$ cat src/rtl/alu_rr_scheduler.sv
// Round-robin scheduler sharing one 4-bit ALU among NREQ requesters.
// One op in flight: capture operands, execute, hold the tagged response until consumed.

module alu (
  input  logic [3:0] op_a_i,
  input  logic [3:0] op_b_i,
  input  logic [2:0] opcode_i,
  output logic [7:0] result_o
);
  logic [7:0] a8;
  logic [7:0] b8;

  // Operands are zero-extended first, so not/xnor produce an F upper nibble.
  assign a8 = {4'h0, op_a_i};
  assign b8 = {4'h0, op_b_i};

  always_comb begin
    result_o = 8'h00;
    unique case (opcode_i)
      3'b000: result_o = a8 + b8;
      3'b001: result_o = a8 - b8;
      3'b010: result_o = a8 * b8;
      3'b011: result_o = a8 & b8;
      3'b100: result_o = a8 | b8;
      3'b101: result_o = ~a8;
      3'b110: result_o = a8 ^ b8;
      3'b111: result_o = ~(a8 ^ b8);
    endcase
  end
endmodule

module alu_rr_scheduler #(
  parameter int NREQ = 4,
  parameter int ID_W = 2
) (
  input  logic                 clk,
  input  logic                 rst_n,
  input  logic [NREQ-1:0]      req_valid,
  output logic [NREQ-1:0]      req_ready,
  input  logic [4*NREQ-1:0]    req_opA,
  input  logic [4*NREQ-1:0]    req_opB,
  input  logic [3*NREQ-1:0]    req_opcode,
  output logic                 rsp_valid,
  input  logic                 rsp_ready,
  output logic [ID_W-1:0]      rsp_id,
  output logic [7:0]           rsp_result,
  output logic                 busy,
  output logic [15:0]          op_count
);
  typedef enum logic [1:0] {IDLE, EXEC, RESP} state_t;

  state_t          state_q;
  logic [ID_W-1:0] rr_ptr_q;
  logic [ID_W-1:0] rr_ptr_d;
  logic [3:0]      op_a_q;
  logic [3:0]      op_b_q;
  logic [2:0]      opcode_q;
  logic [ID_W-1:0] id_q;
  logic            rsp_valid_q;
  logic [ID_W-1:0] rsp_id_q;
  logic [7:0]      rsp_result_q;
  logic [15:0]     op_count_q;
  logic [15:0]     op_count_d;

  logic            gnt_found;
  logic [ID_W-1:0] gnt_idx;
  logic [ID_W-1:0] cand;
  logic [NREQ-1:0] gnt_onehot;
  logic [7:0]      alu_result;

  // Search starts at rr_ptr and wraps, so the last grantee is looked at last.
  always_comb begin
    gnt_found = 1'b0;
    gnt_idx   = '0;
    cand      = '0;
    for (int i = 0; i < NREQ; i++) begin
      cand = ID_W'((int'(rr_ptr_q) + i) % NREQ);
      if (!gnt_found && req_valid[cand]) begin
        gnt_found = 1'b1;
        gnt_idx   = cand;
      end
    end
  end

  always_comb begin
    gnt_onehot = '0;
    if (gnt_found) gnt_onehot[gnt_idx] = 1'b1;
    req_ready = '0;
    if (rst_n && state_q == IDLE) req_ready = gnt_onehot;
  end

  assign rr_ptr_d   = (gnt_idx == ID_W'(NREQ - 1)) ? '0 : gnt_idx + ID_W'(1);
  assign op_count_d = (op_count_q == 16'hFFFF) ? op_count_q : op_count_q + 16'd1;

  alu u_alu (
    .op_a_i   (op_a_q),
    .op_b_i   (op_b_q),
    .opcode_i (opcode_q),
    .result_o (alu_result)
  );

  always_ff @(posedge clk) begin
    if (!rst_n) begin
      state_q      <= IDLE;
      rr_ptr_q     <= '0;
      op_a_q       <= '0;
      op_b_q       <= '0;
      opcode_q     <= '0;
      id_q         <= '0;
      rsp_valid_q  <= 1'b0;
      rsp_id_q     <= '0;
      rsp_result_q <= '0;
      op_count_q   <= '0;
    end else begin
      case (state_q)
        IDLE: begin
          if (gnt_found) begin
            op_a_q   <= req_opA[4*gnt_idx +: 4];
            op_b_q   <= req_opB[4*gnt_idx +: 4];
            opcode_q <= req_opcode[3*gnt_idx +: 3];
            id_q     <= gnt_idx;
            rr_ptr_q <= rr_ptr_d;
            state_q  <= EXEC;
          end
        end
        EXEC: begin
          rsp_result_q <= alu_result;
          rsp_id_q     <= id_q;
          rsp_valid_q  <= 1'b1;
          state_q      <= RESP;
        end
        RESP: begin
          if (rsp_valid_q && rsp_ready) begin
            rsp_valid_q <= 1'b0;
            op_count_q  <= op_count_d;
            state_q     <= IDLE;
          end
        end
        default: state_q <= IDLE;
      endcase
    end
  end

  assign rsp_valid  = rsp_valid_q;
  assign rsp_id     = rsp_id_q;
  assign rsp_result = rsp_result_q;
  assign busy       = (state_q != IDLE);
  assign op_count   = op_count_q;
endmodule

$ cat config.mk
export PLATFORM = sky130hd
export DESIGN_NAME = alu_rr_scheduler
export DESIGN_NICKNAME = d
export VERILOG_FILES = /design/src/rtl/alu_rr_scheduler.sv
export SDC_FILE = /design/constraint.sdc
export NUM_CORES = 1
export LEC_CHECK = 0
export BUFFER_PORTS_ARGS = -buffer_cell sky130_fd_sc_hd__buf_2
export CAP_MARGIN = 20
export CORE_ASPECT_RATIO = 0.5
export CORE_UTILIZATION = 35
export DETAILED_ROUTE_END_ITERATION = 10
export HOLD_SLACK_MARGIN = 0.03
export SYNTH_ARGS = -nofsm -noshare
export SYNTH_HDL_FRONTEND = slang
export SYNTH_SLANG_ARGS = --single-unit
$ cat constraint.sdc
create_clock -name clk -period 4.5 [get_ports clk]
set_input_delay 1.35 -clock clk [delete_from_list [all_inputs] [get_ports clk]]
set_output_delay 1.35 -clock clk [all_outputs]
set_load 0.1 [all_outputs]
# [Word-level counts from Yosys, hierarchy flattened]
# Index checks and enable logic that the tools add are counted.
[word_totals] reg_bits=44 latchBits=0 ramBits=0 rom_bits=0 output_inout_bits=32 wordCells=91 memories=0
[classes] n_addsub=7 n_mul=2 div=0 magnitude_cmp=6 eq_ne=13 shift=3 muxes=27 bitwise_logic=6 reduce_logical=17
[op_table] operator="8-bit one-hot mux with 8 select lines" count=1
[op_table] operator="16-bit by 5-bit variable part select with 4-bit output" count=2
[op_table] operator="16-bit by 1-bit adder with 16-bit output (second input constant)" count=1
[op_table] operator="16-bit equality test (second input constant)" count=1
[op_table] operator="2-bit by 3-bit < comparator with 1-bit output (second input constant)" count=5
[op_table] operator="2-bit 2-to-1 mux" count=7
[op_table] operator="3-bit equality test (second input constant)" count=4
[op_table] operator="12-bit by 5-bit variable part select with 3-bit output" count=1
[op_table] operator="1-bit 2-to-1 mux" count=10
[op_table] operator="1-bit binary-select mux with 2-bit select" count=4
[op_table] operator="4-bit by 4-bit multiplier with 8-bit output" count=1
[op_table] operator="4-bit 2-to-1 mux" count=2
[op_table] operator="4-bit inverter with 8-bit output" count=1
[op_table] operator="8-bit inverter" count=1
[op_table] operator="3-bit by 2-bit equality test with 1-bit output (second input constant)" count=2
[op_table] operator="1-bit logical AND" count=6
[op_table] operator="2-bit one-hot mux with 3 select lines" count=1
[op_table] operator="2-bit AND reduction" count=3
[op_table] operator="4-bit by 4-bit adder with 5-bit output" count=1
[op_table] operator="4-bit by 4-bit subtractor with 5-bit output" count=1
[op_table] operator="2-bit by 1-bit adder with 2-bit output (second input constant)" count=2
[op_table] operator="2-bit adder (second input constant)" count=2
[op_table] operator="4-bit AND" count=1
[op_table] operator="2-bit equality test (second input constant)" count=2
[op_table] operator="other kinds (15)" count=19

# [Logic depth before layout (Yosys ltp)]
# Gate-level depths: netlist (run 1).
[logic_depth] word_depth=18 mapped_depth=12 depth_no_buf=12

# [Hierarchy]
# Synthesis (run 1) repeated with hierarchy kept, for this count alone.
[unflattened] hier_cells=405 area_unflattened_um2=3415.8
[modules_own_cells] module="alu_rr_scheduler" instances=1 cells_each=269 area_each_um2=2358.5 seq_area_each_um2=880.8
[modules_own_cells] module="alu" instances=1 cells_each=136 area_each_um2=1057.3 seq_area_each_um2=0.0

# [Worst setup path before layout (run 1)]
# No wires, ideal clock.
[synth_path] path_type="input to output" startpoint="in req_valid[0]" endpoint="out req_ready[3]" arrival_time_ns=3.226 path_slack_ns=-0.076 stages=7 cell_sequence="nor2b_4 or4_4 buf_6 nand2_4 buf_12 ha_1 and2_1"
[synth_via] elab_chain_cells=18 elab_cells_between_ends=29 classes_between="order compare (2); mux (20); reduce/logical (7)"
[synth_lines] element="start: declaration" line_no="38" text="input logic [NREQ-1:0] req_valid,"
[synth_lines] element="1-bit binary-select mux with 2-bit select" line_no="78" text="if (!gnt_found && req_valid[cand]) begin"
[synth_lines] element="1-bit 2-to-1 mux (not written as such)" line_no="78"
[synth_lines] element="1-bit 2-to-1 mux" line_no="78"
[synth_lines] element="1-bit zero test" line_no="78"
[synth_lines] element="1-bit logical AND" line_no="78"
[synth_lines] element="1-bit 2-to-1 mux" line_no="78"
[synth_lines] element="1-bit zero test" line_no="78"
[synth_lines] element="1-bit logical AND" line_no="78"
[synth_lines] element="[... 3 more ...]"
[synth_lines] element="2-bit 2-to-1 mux (*)" line_no="78"
[synth_lines] element="net gnt_idx[0]" line_no="66" text="logic [ID_W-1:0] gnt_idx;"
[synth_lines] element="2-bit by 3-bit < comparator with 1-bit output (not written as such) / 2-bit by 1-bit greater-or-equal comparator with 1-bit output (equally long branches)" line_no="87" text="if (gnt_found) gnt_onehot[gnt_idx] = 1'b1;"
[synth_lines] element="1-bit logical AND (not written as such)" line_no="87"
[synth_lines] element="1-bit 2-to-1 mux (not written as such)" line_no="87"
[synth_lines] element="1-bit demux with 2-bit select (*)" line_no="87"
[synth_lines] element="4-bit 2-to-1 mux (*)" line_no="87"
[synth_lines] element="4-bit 2-to-1 mux (*)" line_no="89" text="if (rst_n && state_q == IDLE) req_ready = gnt_onehot;"
[synth_lines] element="end: declaration" line_no="39" text="output logic [NREQ-1:0] req_ready,"
# The timed path passes the listed nets; every way through them passes the cells marked *. The select of a mux whose other input is x is not followed.

# [Final worst setup path (run 1)]
[layout_path] startpoint="in req_valid[0]" endpoint="out req_ready[2]"
[layout_via] elab_chain_cells=18 elab_cells_between_ends=29 classes_between="order compare (2); mux (20); reduce/logical (7)"
[layout_lines] element="1-bit binary-select mux with 2-bit select" line_no="78"
[layout_lines] element="1-bit 2-to-1 mux (not written as such)" line_no="78"
[layout_lines] element="1-bit 2-to-1 mux" line_no="78"
[layout_lines] element="1-bit zero test" line_no="78"
[layout_lines] element="1-bit logical AND" line_no="78"
[layout_lines] element="1-bit 2-to-1 mux" line_no="78"
[layout_lines] element="1-bit zero test" line_no="78"
[layout_lines] element="1-bit logical AND" line_no="78"
[layout_lines] element="[... 2 more ...]"
[layout_lines] element="1-bit logical AND" line_no="78"
[layout_lines] element="2-bit 2-to-1 mux" line_no="78"
[layout_lines] element="2-bit by 3-bit < comparator with 1-bit output (not written as such) / 2-bit by 1-bit greater-or-equal comparator with 1-bit output (equally long branches)" line_no="87"
[layout_lines] element="1-bit logical AND (not written as such)" line_no="87"
[layout_lines] element="1-bit 2-to-1 mux (not written as such)" line_no="87"
[layout_lines] element="1-bit demux with 2-bit select" line_no="87"
[layout_lines] element="4-bit 2-to-1 mux (*)" line_no="87"
[layout_lines] element="4-bit 2-to-1 mux (*)" line_no="89"
# Mark *: on every way between the ends. The rest lies on a longest branch, timed or not. The select of a mux whose other input is x is not followed.

==> results of run 1 <==
-- per-layer routing --
layer	up-vias	part of all wire, %
met3	5	3.4
met2	60	41
li1	1599	-
met4	0	0.51
met5	-	0
met1	1398	55
-- cell families (layout without fill, tap and decap cells) --
kind of cell / count (synthesis) / after routing / share of synthesized area, %
compound gates: 107 / 107 / 22.25
xor+xnor: 15 / 15 / 3.804
fa+ha+maj: 35 / 35 / 13.99
buf+inv: 44 / 120 / 5.869
flops: 44 / 44 / 25.51
mux: 18 / 18 / 5.616
simple gates: 142 / 142 / 22.97
-- tightest hold or removal path: cells and delay by family (launching register included) --
kind            cells  cell delay [ps]
compound gates      1               60
simple gates        1               40
flops               1              310
-- registers in the layout (all words and copies together), names as in the netlist --
name and count:
rsp_valid 1, rsp_result 8, op_count 16, rr_ptr_q 2, state_q 2, id_q 2, op_a_q 4, op_b_q 4
opcode_q 3, rsp_id 2
-- cells in the final DEF (no fill, tap or decap), drive strengths merged, types with 12 or more instances in the layout --
master / netlist / final
buf: 7 / 86
dfxtp: 44 / 44
nand2: 38 / 38
ha: 29 / 29
o21ai: 26 / 26
inv: 25 / 25
o211ai: 20 / 20
nor2: 18 / 18
and2: 18 / 18
a21boi: 17 / 17
mux2i: 16 / 16
and3: 15 / 15
xnor2: 14 / 14
a21oi: 13 / 13
nor2b: 12 / 12
-- area by class of cell --
cell class                      instances  area [um2]
Multi-Input combinational cell        317        2372
Timing Repair Buffer                   86       485.5
Clock buffer                            6       138.9
Clock inverter                          2       10.01
Sequential cell                        44       880.8
Fill cell                            1005        5355
Inverter                               26       97.59
Tap cell                              135       168.9
-- path summary, 6_finish.rpt --
path	from	end	slack, ps
max	req_valid[0]	req_ready[2]	240
min	rsp_id[0]	rsp_id[0]	460
max reg2reg	op_a_q[1]	rsp_result[6]	1340
min reg2reg	rsp_id[0]	rsp_id[0]	460
-- power by group through the flow --
stage | Combinational (uW) | Clock, uW | Sequential (uW)
final | 635 | 374 | 497
after global routing | 704 | 401 | 506
after CTS | 637 | 385 | 496
after detailed placement | 632 | 0 | 504
after global placement | 624 | 0 | 504
after floorplan | 441 | 0 | 558
-- metrics by stage --
stage	cell area [um2]	utilization, %
after global routing	4154	43.68
after detailed placement	4005	42.12
after global placement	4005	42.12
after CTS	4154	43.68
final	4154	43.68
after floorplan	3456	-
==> flow_metrics.env, run 1 <==
export IMPL_maxCapViolCount=0
export IMPL_crit_buf_inv=3
export IMPL_grtUsageMet3_pct=3.564
export IMPL_finalClockSkew_ps=7.417
export IMPL_synth_most_common_cell="dfxtp_1"
export IMPL_diodes=0
export IMPL_coreArea_um2=9509
export IMPL_ctsHoldBuffers=0
export IMPL_cts_root_buf="clkbuf_16"
export IMPL_sw_frac_of_total_pct=40.94
export IMPL_drtAntennaViolNets=0
export IMPL_cp_top_family="simple AND/OR/NAND/NOR gates"
export IMPL_place_congestion=0.8370
export IMPL_rows=25
export IMPL_cp_arrival_ps=2910
export IMPL_clk_path_buf_depth=2
export IMPL_cts_buffers_inserted=5
export IMPL_synth_area_leaders="dfxtp_1 26%, ha_1 11%, mux2i_1 4.6%"
export IMPL_hold_depth=2
export IMPL_crit_chain="buf_2, nor2b_4, or4_4, nand2_4, inv_1, ha_1, and2_1, buf_2"
export IMPL_synth_seq_area_share_pct=25.51
export IMPL_wl_per_cell_um=12.84
export IMPL_synth_common_cells="44 x dfxtp_1, 37 x nand2_1, 29 x ha_1"
export IMPL_vias_per_cell=4.971
export IMPL_yosysWarnings=0
export IMPL_p_leak_uw=0.001906
export IMPL_io_pins=83
export IMPL_portBuffers=82
export IMPL_cpMostUsedCell="buf_2"
export IMPL_syn_cell_area_um2=3453
export IMPL_status="finished clean"
export IMPL_async_flop_share_pct=0
export IMPL_hold_viol=0
export IMPL_max_stage_delay_ps=530
export IMPL_vias=3062
export IMPL_cts_sinks=44
export IMPL_syn_to_final_growth_pct=20.29
export IMPL_die_w_um=142.5
export IMPL_rr_worst_depth=11
export IMPL_antenna_found_initial=0
export IMPL_layout_setup_ws_ps=240.7
export IMPL_tightest_slew_ps=758.2
export IMPL_pwr_share_comb_pct=42.1
export IMPL_met1_usage_pct=23.80
export IMPL_power_share_clock_pct=24.9
export IMPL_grt_ovfl_total=0
export IMPL_postCtsSetupBuffers=0
export IMPL_pwr_share_seq_pct=33.0
export IMPL_grt_total_usage_pct=16.05
export IMPL_finalPower_uw=1506
export IMPL_die_height_um=72.24
export IMPL_syn_nets=491
export IMPL_crit_cells=8
export IMPL_h_tree_depth=2
export IMPL_dp_cells=608
export IMPL_synth_cells=405
export IMPL_critical_path_required_ps=3150
export IMPL_switching_power_uw=616.5
export IMPL_whs_ps=461.2
export IMPL_fin_crit_ps=4259
export IMPL_fmax_mhz=234.8
export IMPL_clk_latency_ps=290
export IMPL_power_internal_uw=889.3
export IMPL_synth_top_area_share_pct=25.51
export IMPL_relSlewSlack_pct=49.38
export IMPL_ys_seq_elements=44
export IMPL_tns_ps=0
export IMPL_stdcell_count=616
export IMPL_grt_busiest_layer="met1"
export IMPL_met2_usage_pct=23.26
export IMPL_critical_path_class="primary input to output pin"
export IMPL_die_area_um2=10290
export IMPL_drive_above_1_share_pct=23.28
export IMPL_grt_pass1_wl_um=13030
export IMPL_rsz0062_at_grt="false"
export IMPL_synth_edff_count=0
export IMPL_vdd_drop_max_uv=143.5
export IMPL_setup_viol_count_final=0
export IMPL_dr_pass1_iters=4
export IMPL_startpoint_type="primary input"
export IMPL_final_nets=566
export IMPL_first_global_vias=2688
export IMPL_routed_wl_um=7911
export IMPL_clk_pin_slew_worst_paths_ps=60
export IMPL_fin_crit_sh_pct=94.65
export IMPL_hp_class="flip-flop to flip-flop"
export IMPL_hpwl_um=6220
export IMPL_critPathSlowestCell="or4_4"
export IMPL_ctsResizeCount=0
export IMPL_power_density_nw_per_um2=362.5
export IMPL_drc=0
export IMPL_grt_max_degree=35
export IMPL_yosysUniqueCellTypes=64
export IMPL_tritoncts="yes"
export IMPL_syn_area_per_cell_um2=8.527
export IMPL_synth_main_ff_cell="dfxtp_1"
export IMPL_path_max_fanout=6
export IMPL_critPathCaptureType="output pin"
export IMPL_drtIter0Drc=153
export IMPL_start_util_pct=36.32
export IMPL_synth_largest_area_cell="dfxtp_1"
export IMPL_slew_violations=0
export IMPL_dp_slack_ps=240.5
No activity file was read; power rests on OpenSTA's default activity.
==> run 2: changes to the inputs <==
--- a/config.mk
+++ b/config.mk
@@ -8,9 +8,10 @@
 export BUFFER_PORTS_ARGS = -buffer_cell sky130_fd_sc_hd__buf_2
 export CAP_MARGIN = 20
 export CORE_ASPECT_RATIO = 0.5
-export CORE_UTILIZATION = 35
+export CORE_UTILIZATION = 50
 export DETAILED_ROUTE_END_ITERATION = 10
 export HOLD_SLACK_MARGIN = 0.03
+export PLACE_DENSITY = 0.75
 export SYNTH_ARGS = -nofsm -noshare
 export SYNTH_HDL_FRONTEND = slang
 export SYNTH_SLANG_ARGS = --single-unit
==> flow_metrics.env, run 2 (synthesized netlist as in run 1, its figures left out) <==
export IMPL_fin_crit_sh_pct=94.53
export IMPL_fill_cells=600
export IMPL_die_area_um2=7263
export IMPL_hp_class="flip-flop to flip-flop"
export IMPL_grt_busiest_layer="met2"
export IMPL_clk_path_buf_depth=2
export IMPL_slew_violations=0
export IMPL_tritoncts="yes"
export IMPL_max_stage_delay_ps=540
export IMPL_portBuffers=82
export IMPL_rows=20
export IMPL_grtUsageMet3_pct=3.947
export IMPL_first_global_vias=2647
export IMPL_grt_total_usage_pct=21.14
export IMPL_ctsHoldBuffers=0
export IMPL_critical_path_class="primary input to output pin"
export IMPL_vias_per_cell=5.431
export IMPL_hold_depth=2
export IMPL_p_leak_uw=0.001906
export IMPL_routed_wl_um=7513
export IMPL_cts_sinks=44
export IMPL_io_pins=83
export IMPL_h_tree_depth=2
export IMPL_rrSetupSlack_ps=1380
export IMPL_hold_end="rsp_id[1]"
export IMPL_rsz0062_at_grt="false"
export IMPL_r2r_end="rsp_result[6]"
export IMPL_cp_arrival_ps=2900
export IMPL_drtAntennaViolNets=0
export IMPL_grt_pass1_wl_um=12110
export IMPL_clk_pin_slew_worst_paths_ps=60
export IMPL_layout_commonest_cell="buf_2"
export IMPL_die_w_um=119.5
export IMPL_wl_per_cell_um=13.20
export IMPL_critPathCaptureType="output pin"
export IMPL_met1_usage_pct=28.96
export IMPL_cts_buffers_inserted=5
export IMPL_coreArea_um2=6356
export IMPL_maxCapViolCount=0
export IMPL_rr_worst_depth=11
export IMPL_largest_reg_flops=16
export IMPL_path_max_fanout=5
export IMPL_crit_chain="buf_2, nor2b_4, or4_4, nand2_4, inv_1, ha_1, and2_1, buf_2"
export IMPL_syn_to_final_growth_pct=18.59
export IMPL_power_density_nw_per_um2=365.0
export IMPL_fin_crit_ps=4254
export IMPL_reg2reg_from="op_a_q[2]"
export IMPL_tightest_slew_ps=728.2
export IMPL_clk_latency_ps=280
export IMPL_finalClockSkew_ps=2.795
export IMPL_drive_above_1_share_pct=23.28
export IMPL_critPathSlowestCell="or4_4"
export IMPL_fin_util_pct=64.43
export IMPL_hpwl_um=5926
export IMPL_start_util_pct=54.33
export IMPL_cp_top_family="simple AND/OR/NAND/NOR gates"
export IMPL_setup_viol_count_final=0
export IMPL_cpMostUsedCell="buf_2"
export IMPL_min_from="rsp_id[1]"
export IMPL_grt_max_degree=39
export IMPL_grt_ovfl_total=0
export IMPL_place_congestion=0.8463
export IMPL_critical_path_required_ps=3150
export IMPL_die_height_um=60.77
export IMPL_ctsResizeCount=0
export IMPL_diodes=0
export IMPL_whs_ps=457.6
export IMPL_startpoint_type="primary input"
export IMPL_dr_pass1_iters=4
export IMPL_final_nets=566
export IMPL_antenna_found_initial=0
export IMPL_vdd_drop_max_uv=186.1
export IMPL_cts_root_buf="clkbuf_16"
export IMPL_fmax_mhz=235.1
export IMPL_drc=0
export IMPL_crit_buf_inv=3
export IMPL_tns_ps=0
export IMPL_met2_usage_pct=35.26
export IMPL_drtIter0Drc=155
export IMPL_layout_common_cells="79 x buf_2, 44 x dfxtp_1, 37 x nand2_1"
export IMPL_status="finished clean"
export IMPL_hold_viol=0
export IMPL_relSlewSlack_pct=51.39
export IMPL_postCtsSetupBuffers=0
export IMPL_vias=3090
-- run 2: cell counts in the layout (fill, tap and decap cells not counted) --
Identical to the previous run, type by type.
-- run 2: layout make-up --
cell class	count	area [um2]	area share (%)
Clock buffer	6	138.9	3.391
Clock inverter	2	10.01	0.2444
Inverter	26	97.59	2.383
Multi-Input combinational cell	317	2372	57.93
Sequential cell	44	880.8	21.51
Tap cell	88	110.1	2.689
Timing Repair Buffer	86	485.5	11.85
-- run 2: how the worst max path moves through the flow --
stage / slack, ps / endpoint / from / cells after the start
CTS: 250 / req_ready[2] / req_valid[0] / 8
finish: 250 / req_ready[2] / req_valid[0] / 8
floorplan: 130 / req_ready[0] / req_valid[0] / 8
global placement: 280 / req_ready[2] / req_valid[0] / 8
global route: 200 / req_ready[2] / req_valid[0] / 8
detailed placement: 250 / req_ready[2] / req_valid[0] / 8
-- run 2: where the power goes --
part           internal, uW  switching [uW]  total, uW
logic                   238             392        630
clock network           219             151        370
registers               432            63.2        495
total                   888             606       1490
-- run 2: layer usage --
layer | vias up | wire, um
li1 | 1596 | -
met1 | 1399 | 3929
met2 | 88 | 3138
met3 | 7 | 376
met4 | 0 | 68
met5 | - | 0
-- run 2: metrics by stage --
stage | power (uW) | area (um2) | worst slack [ps] | std cells
after global routing | 1583 | 4095 | 199.8 | 569
after global placement | 1118 | 3946 | 277.0 | 561
after detailed placement | 1127 | 3946 | 249.0 | 561
after CTS | 1500 | 4095 | 249.1 | 569
after floorplan | 999.7 | 3456 | 126.7 | 405
final | 1495 | 4095 | 246.2 | 569
-- run 2: worst min-delay path: cells and delay by family, from the launching register on --
family           cells  cell delay [ps]
AND/OR/NAND/NOR      1               40
flip-flops           1              310
AO/OA/AOI/OAI        1               60
